**config.mk**
```make
export PLATFORM = sky130hd
export DESIGN_NAME = lvds_ext_deser_rx
export DESIGN_NICKNAME = d
export VERILOG_FILES = /design/src/rtl/lvds_rx_pkg.sv /design/src/rtl/lvds_rx_diff_sync.sv /design/src/rtl/lvds_ext_deser_rx.sv
export SDC_FILE = /design/constraint.sdc
export NUM_CORES = 1
export LEC_CHECK = 0
export CAP_MARGIN = 10
export CELL_PAD_IN_SITES_DETAIL_PLACEMENT = 1
export CELL_PAD_IN_SITES_GLOBAL_PLACEMENT = 1
export CORE_ASPECT_RATIO = 1.25
export CORE_UTILIZATION = 39
export DETAILED_ROUTE_END_ITERATION = 8
export PLACE_DENSITY_LB_ADDON = 0.1
export SYNTH_ARGS = -nofsm -noshare
export SYNTH_HDL_FRONTEND = slang
export SYNTH_HIERARCHICAL = 1
export SYNTH_SLANG_ARGS = --single-unit
```
**constraint.sdc**
```tcl
create_clock -name clk -period 3.08 [get_ports clk]
set_input_delay 0.616 -clock clk [delete_from_list [all_inputs] [get_ports clk]]
set_output_delay 0.616 -clock clk [all_outputs]
set_load 0.005 [all_outputs]
```
**src/rtl/lvds_rx_pkg.sv**
```systemverilog
// Shared types and constants for the LVDS_EXT receive deserializer.
// The optional LVDS_RX_ERR_CNT_EN build adds a running invalid-bit counter
// whose width is defined here.
package lvds_rx_pkg;

   // Alignment state of the receiver
   typedef enum logic [0:0] {
      HUNT   = 1'b0,
      LOCKED = 1'b1
   } state_e;

   // Default comma/sync word for a 10-bit link
   localparam logic [9:0] SYNC_WORD_DEF = 10'b1111100000;

   // Width of the optional total invalid-bit counter
   localparam int ERR_CNT_W = 16;

   // A differential pair is unresolvable when both legs agree
   function automatic logic pair_invalid(input logic [1:0] pair);
      return (pair[1] == pair[0]);
   endfunction

endpackage

```
**src/rtl/lvds_rx_diff_sync.sv**
```systemverilog
// Two-flop capture of the I/IB pad pair followed by resolution to one bit.
// An unresolvable pair (00/11) repeats the last resolved bit and raises
// rx_invalid. The reset contents of the capture flops are not line samples,
// so until both stages hold real samples the output simply repeats the last
// bit without being flagged.
module lvds_rx_diff_sync
   import lvds_rx_pkg::*;
(
   input  logic clk,
   input  logic rst_n,
   input  logic i,
   input  logic ib,
   output logic rx_bit,
   output logic rx_invalid
);

   logic [1:0] pair1_r;
   logic [1:0] pair2_r;
   logic [1:0] fill_r;
   logic       last_bit_r;

   // Capture the pad pair through two stages and remember the last resolved bit
   always_ff @(posedge clk or negedge rst_n) begin
      if (!rst_n) begin
         pair1_r    <= 2'b00;
         pair2_r    <= 2'b00;
         fill_r     <= 2'b00;
         last_bit_r <= 1'b0;
      end else begin
         pair1_r    <= {i, ib};
         pair2_r    <= pair1_r;
         fill_r     <= {fill_r[0], 1'b1};
         last_bit_r <= rx_bit;
      end
   end

   // Resolve the second-stage pair, holding the last bit when it is unusable
   always_comb begin
      rx_bit     = last_bit_r;
      rx_invalid = 1'b0;
      if (!fill_r[1]) begin
         rx_bit     = last_bit_r;
         rx_invalid = 1'b0;
      end else if (pair_invalid(pair2_r)) begin
         rx_bit     = last_bit_r;
         rx_invalid = 1'b1;
      end else begin
         rx_bit     = pair2_r[1];
         rx_invalid = 1'b0;
      end
   end

endmodule

```
**src/rtl/lvds_ext_deser_rx.sv**
```systemverilog
// LVDS_EXT receive deserializer: hunts for SYNC_WORD, then emits WIDTH-bit
// words MSB-first with a one-cycle valid strobe. ERR_MAX consecutive invalid
// differential bits drop lock and restart the hunt.
// Optional feature macro: LVDS_RX_ERR_CNT_EN adds the err_cnt output, a
// saturating count of every invalid bit since reset.
module lvds_ext_deser_rx
   import lvds_rx_pkg::*;
#(
   parameter int               WIDTH     = 10,
   parameter logic [WIDTH-1:0] SYNC_WORD = SYNC_WORD_DEF,
   parameter int               ERR_MAX   = 4
) (
   input  logic             clk,
   input  logic             rst_n,
   input  logic             i,
   input  logic             ib,
   output logic [WIDTH-1:0] data,
   output logic             valid,
   output logic             lock,
   output logic             diff_err
`ifdef LVDS_RX_ERR_CNT_EN
   ,
   output logic [ERR_CNT_W-1:0] err_cnt
`endif
);

   localparam int BCW = (WIDTH > 1) ? $clog2(WIDTH) : 1;
   localparam int EW  = $clog2(ERR_MAX + 1);

   localparam logic [BCW-1:0] LAST_BIT = BCW'(WIDTH - 1);
   localparam logic [EW-1:0]  ERR_TOP  = EW'(ERR_MAX);

   logic             rx_bit_s;
   logic             rx_invalid_s;
   logic [WIDTH-1:0] shift_r;
   logic [WIDTH-1:0] shift_nxt_s;
   logic [EW-1:0]    err_r;
   logic [EW-1:0]    err_nxt_s;
   logic [BCW-1:0]   bit_cnt_r;
   state_e           state_r;
   logic             sync_hit_s;
   logic             err_hit_s;

   lvds_rx_diff_sync u_diff_sync (
      .clk        (clk),
      .rst_n      (rst_n),
      .i          (i),
      .ib         (ib),
      .rx_bit     (rx_bit_s),
      .rx_invalid (rx_invalid_s)
   );

   // Next shift-register contents and next consecutive-error count
   always_comb begin
      shift_nxt_s = {shift_r[WIDTH-2:0], rx_bit_s};
      err_nxt_s   = EW'(0);
      if (rx_invalid_s) begin
         if (err_r == ERR_TOP) begin
            err_nxt_s = err_r;
         end else begin
            err_nxt_s = err_r + EW'(1);
         end
      end else begin
         err_nxt_s = EW'(0);
      end
      sync_hit_s = (shift_nxt_s == SYNC_WORD);
      err_hit_s  = (err_nxt_s == ERR_TOP);
   end

   // Shift one resolved bit per cycle, track error run, flag invalid bits
   always_ff @(posedge clk or negedge rst_n) begin
      if (!rst_n) begin
         shift_r  <= '0;
         err_r    <= EW'(0);
         diff_err <= 1'b0;
      end else begin
         shift_r  <= shift_nxt_s;
         err_r    <= err_nxt_s;
         diff_err <= rx_invalid_s;
      end
   end

   // Alignment FSM with word counter and registered data/valid/lock
   always_ff @(posedge clk or negedge rst_n) begin
      if (!rst_n) begin
         state_r   <= HUNT;
         bit_cnt_r <= BCW'(0);
         data      <= '0;
         valid     <= 1'b0;
         lock      <= 1'b0;
      end else begin
         valid <= 1'b0;
         case (state_r)
            HUNT: begin
               bit_cnt_r <= BCW'(0);
               if (sync_hit_s) begin
                  state_r <= LOCKED;
                  lock    <= 1'b1;
               end else begin
                  state_r <= HUNT;
                  lock    <= 1'b0;
               end
            end
            LOCKED: begin
               if (err_hit_s) begin
                  // Lock loss takes priority over a word completing on this edge
                  state_r   <= HUNT;
                  lock      <= 1'b0;
                  bit_cnt_r <= BCW'(0);
               end else begin
                  lock <= 1'b1;
                  if (bit_cnt_r == LAST_BIT) begin
                     data      <= shift_nxt_s;
                     valid     <= 1'b1;
                     bit_cnt_r <= BCW'(0);
                  end else begin
                     bit_cnt_r <= bit_cnt_r + BCW'(1);
                  end
               end
            end
            default: begin
               state_r   <= HUNT;
               lock      <= 1'b0;
               bit_cnt_r <= BCW'(0);
            end
         endcase
      end
   end

`ifdef LVDS_RX_ERR_CNT_EN
   // Saturating total of invalid bits since reset, independent of lock state
   always_ff @(posedge clk or negedge rst_n) begin
      if (!rst_n) begin
         err_cnt <= ERR_CNT_W'(0);
      end else begin
         if (rx_invalid_s && (err_cnt != {ERR_CNT_W{1'b1}})) begin
            err_cnt <= err_cnt + ERR_CNT_W'(1);
         end else begin
            err_cnt <= err_cnt;
         end
      end
   end
`endif

endmodule
```
# Word-level counts from Yosys, hierarchy flattened
# Index checks and enable logic that the tools add are counted.
dict set report word_totals {
  inputBits 4
  word_cells 36
  mem_bits_ro 0
  output_inout_bits 13
  latch_bits 0
  memories 0
  ram_bits 0
  reg_bits 36
}
dict set report classes {
  shifts 0
  div_mod_pow 0
  n_lt_le_gt_ge 0
  reduce_logical 1
  eq_ne 5
  addsub 2
  bitwise_logic 2
  n_mux 15
  multipliers 0
}
# operator count
set ops {}
lappend ops {{$eq A10 B10 Y1 const B} 1}
lappend ops {{$mux W1} 9}
lappend ops {{$mux W4} 2}
lappend ops {{$pmux W4 S2} 1}
lappend ops {{$eq A3 B3 Y1 const B} 2}
lappend ops {{$mux W3} 2}
lappend ops {{$add A4 B1 Y4 const B} 1}
lappend ops {{$eq A4 B4 Y1 const B} 1}
lappend ops {{$add A3 B1 Y3 const B} 1}
lappend ops {{$reduce_and A3 Y1} 1}
lappend ops {{$not A1 Y1} 2}
lappend ops {{$pmux W1 S2} 1}
lappend ops {{$eq A1 B1 Y1} 1}

# Depth between registers and ports, before layout
dict set report depth {
  ltp_word 7
  depth_mapped 7
  depth_no_buf 6
}

# Hierarchy
# The synthesis kept the hierarchy.
# module seq_area_each_um2 n_inst cells_per_inst area_per_inst_um2
set by_module_without_submodules {}
lappend by_module_without_submodules {lvds_ext_deser_rx 725.7 1 77 1121.1}
lappend by_module_without_submodules {lvds_rx_diff_sync 175.2 1 15 215.2}

# Worst setup path before layout
# Ideal clock, no wire load.
dict set report synth_timing {
  kind {reg2reg}
  from {register err_r[0]}
  to {register data[1]}
  required_time_ns 2.955
  arrival_ns 1.936
  setup_ns 0.125
  n_path_buf 1
  synth_period_minus_slack_ns 2.061
  setup_slack_ns 1.019
  path_stages_with_launch 7
  cell_sequence {dfrtp_1 ha_1 or3b_1 a311o_1 and3_4 buf_6 mux2_4}
}
dict set report synth_via {
  elab_chain_cells 6
  word_cells_on_any_way 7
  cone_classes {1 x add/sub; 2 x eq/ne; 2 x mux; 1 x bitwise; 1 x reduce/logical}
}
# item line_no
set synth_rtl {}
lappend synth_rtl {{from (decl)} lvds_ext_deser_rx.sv:37} ;# logic [EW-1:0] err_r;
lappend synth_rtl {{from (signal assigned)} lvds_ext_deser_rx.sv:78} ;# err_r <= err_nxt_s;
lappend synth_rtl {{$add A3 B1 Y3 or $eq A3 B3 Y1 (tied branches)} {lvds_ext_deser_rx.sv:61, lvds_ext_deser_rx.sv:58}}
lappend synth_rtl {{$mux W3 (*)} lvds_ext_deser_rx.sv:58} ;# if (err_r == ERR_TOP) begin
lappend synth_rtl {{$mux W3 (*)} lvds_ext_deser_rx.sv:57} ;# if (rx_invalid_s) begin
lappend synth_rtl {{$eq A3 B3 Y1 (*)} lvds_ext_deser_rx.sv:67} ;# err_hit_s = (err_nxt_s == ERR_TOP);
lappend synth_rtl {{$not A1 Y1 (no line) (*)} -}
lappend synth_rtl {{$reduce_and A3 Y1 (no line) (*)} -}
lappend synth_rtl {{to (signal assigned)} lvds_ext_deser_rx.sv:113} ;# data <= shift_nxt_s;
lappend synth_rtl {{to (decl)} lvds_ext_deser_rx.sv:17} ;# output logic [WIDTH-1:0] data,
# Every way passes the cells marked *; elsewhere a longest branch is shown, timed or not.
# A chain may end at the register's enable or synchronous reset.

# Final worst setup path
dict set report layout_timing {
  from {register err_r[0]}
  to {register data[5]}
}
# Same word-level chain as after synthesis.

==> results.toml <==
[place]
dpl_cell_area_mm2 = 0.00154
pre_cts_slack_ns = 0.968
dp_hpwl_mm = 1.56
numPortBuffers = 16
place_congestion = 0.670

[die]
rows = 23
core-area_mm2 = 0.00322
start_util = 0.415
fp.dieH_um = 67.4
die_w_um = 54.4
pin_count = 17
dieArea_mm2 = 0.00367

[synthesis]
yosysSeqAreaShare = 0.674
synth.avg_cell_area_um2 = 14.5
synth_cell_type_count = 25
synth_fp_nets = 100
synth-seq-cells = 36
synth_warnings = 6
syn-cell-area_mm2 = 0.00134
synth_cells = 92

[worst_setup_path]
critPathMaxStageDelay_ns = 0.41
crit_fanout = 11
worstSetupPathType = "reg -> reg"
critPathLaunch = "err_r[0]"
rr_startpoint = "err_r[0]"
crit_path_start_kind = "register"
r2r_slack_ns = 0.96
cp-end-kind = "register"
cp.arrival_ns = 2.29
path_cells = "inv_1 > ha_1 > or3b_1 > a311o_1 > and3_4 > mux2_4"
cp_slowest_cell = "dfrtp_1"
cp.required_ns = 3.25

[detailed_routing]
routed_wl_mm = 2.27
vias = 757
wl_per_cell_um = 14.8
via_per_inst = 4.95
drc = 0
drtPass1Iterations = 2
postRouteAntennaNets = 0
dr.first_iter.drc_count = 5

[final_layout]
mostFrequentLayoutCell = "dfrtp_1"
final_util = 0.507
antenna_cells = 0
final_area_mm2 = 0.00163
drive_gt1_frac = 0.164
nNetsFinal = 123
final_cell_mix = "dfrtp_1, clkdlybuf4s50_1, mux2_4"
syn_to_final_growth_pct = 22.2

[grt]
grt_antenna_before_repair = 0
first_global_vias = 813
grt_pass1_wl_mm = 3.89
track_usage = 0.161
grt_overflow_total = 0
grt_max_degree = 37

[sta]
finalSetupViolCount = 0
skew_ns = 0.00494
whs_ns = 0.360
setup_tns_ns = 0
maxSlewViolCount = 0
rsz0062_at_grt = "no"
final-hold-violation-count = 0
clock.fmax_mhz = 471
timing.final.ws_setup_ns = 0.958
period_minus_slack_ns = 2.12
timing.final.crit_share = 0.689

[cts]
cts.path.max_buffers = 2
hold_buffers = 0
clk_pin_slew_worst_paths_ns = 0.07
numCtsBuffers = 5
cts_root_buf = "clkbuf_8"
postCtsSetupBuffers = 0
htreeDepth = 2
post_cts_resized = 0
numClockSinks = 36
clock_latency_ns = 0.29
cts_tree = "done"

[outcome]
status = "finished, final reports clean"

[hold_path]
hp-class = "reg -> reg"
hold_start = "u_diff_sync/fill_r[0]"

[power]
power.leakage_nw = 0.753
ir_drop_uv = 331
powerDensity_mw_per_mm2 = 548

[run]
drv_cap = 0
[metrics by stage]
stage          instances  total power, mW
6_report             153            0.896
5_1_grt              153            0.935
4_1_cts              153            0.909
3_5_place_dp         145            0.560
3_3_place_gp         145            0.557
2_1_floorplan         92            0.533
[synth_stat cells]
cell / number / area, µm²
dfrtp_1: 36 / 901
o21a_1: 1 / 7.51
mux2_4: 9 / 135
nor4_1: 1 / 6.26
nor2_1: 7 / 26.3
nand2b_1: 2 / 12.5
ha_1: 4 / 50.1
inv_1: 5 / 18.8
a311o_1: 1 / 10.0
conb_1: 1 / 3.75
a31oi_1: 1 / 6.26
and3_1: 1 / 6.26
nor3b_1: 1 / 7.51
o21ai_0: 2 / 10.0
and2_1: 2 / 12.5
buf_6: 1 / 11.3
nand3_1: 1 / 5.00
nand2_1: 4 / 15.0
or3b_1: 1 / 8.76
nand4_1: 1 / 6.26
and3_4: 1 / 11.3
mux2_2: 1 / 11.3
xnor2_1: 3 / 26.3
nand3b_1: 1 / 7.51
a21oi_1: 4 / 20.0
[critical path: cells and delay by family (launching register included)]
family                   cells  cell delay (ns)
multiplexers                 1             0.31
buffers and inverters        1             0.06
AO/OA/AOI/OAI                1             0.35
flip-flops                   1             0.41
AND/OR/NAND/NOR              2             0.63
adder cells (fa/ha/maj)      1             0.23
[worst paths after layout]
check	to	cells past startpoint
max	data[5]	6
min	u_diff_sync/fill_r[1]	0
max reg2reg	data[5]	6
min reg2reg	u_diff_sync/fill_r[1]	0
max in group asynchronous	shift_r[4]	2
min in group asynchronous	err_r[2]	2
[report_power, final]
group / leakage, nW / internal, mW / switching [mW]
clock network: 0.0445 / 0.182 / 0.164
logic: 0.233 / 0.0161 / 0.0212
registers: 0.475 / 0.495 / 0.0174
total: 0.753 / 0.693 / 0.203
[layer usage]
metal	track usage	routed length (µm)	up-vias
met5	0	0	-
met4	0.0769	36	0
met3	0.0698	111	5
met2	0.238	1160	16
met1	0.198	960	386
li1	-	-	350
[layout make-up]
cell class | count | area (µm²)
clock buffer | 7 | 86.3
clock inverter | 1 | 7.51
fill | 337 | 1590
inverter | 5 | 18.8
multi-input combinational | 50 | 405
sequential | 36 | 901
tap | 37 | 46.3
timing repair buffer | 17 | 168
[state kept, by name, indices dropped and copies added, names as in the netlist]
name and flops:
data 10, u_diff_sync/fill_r 2, valid 1, u_diff_sync/last_bit_r 1, u_diff_sync/pair1_r 2, bit_cnt_r 4
diff_err 1, u_diff_sync/pair2_r 2, state_r 1, err_r 3, shift_r 9
[logic make-up (layout without fill, tap and decap cells)]
family	Yosys count	count (layout)	share of synthesized area
simple gates	23	23	0.0936
compound gates	9	9	0.0403
xor+xnor	3	3	0.0197
mux	10	10	0.110
fa+ha+maj	4	4	0.0375
buf+inv	6	30	0.0225
flops	36	36	0.674
other cells	1	1	0.00281
Note: power is estimated with default switching activity, not from simulation.
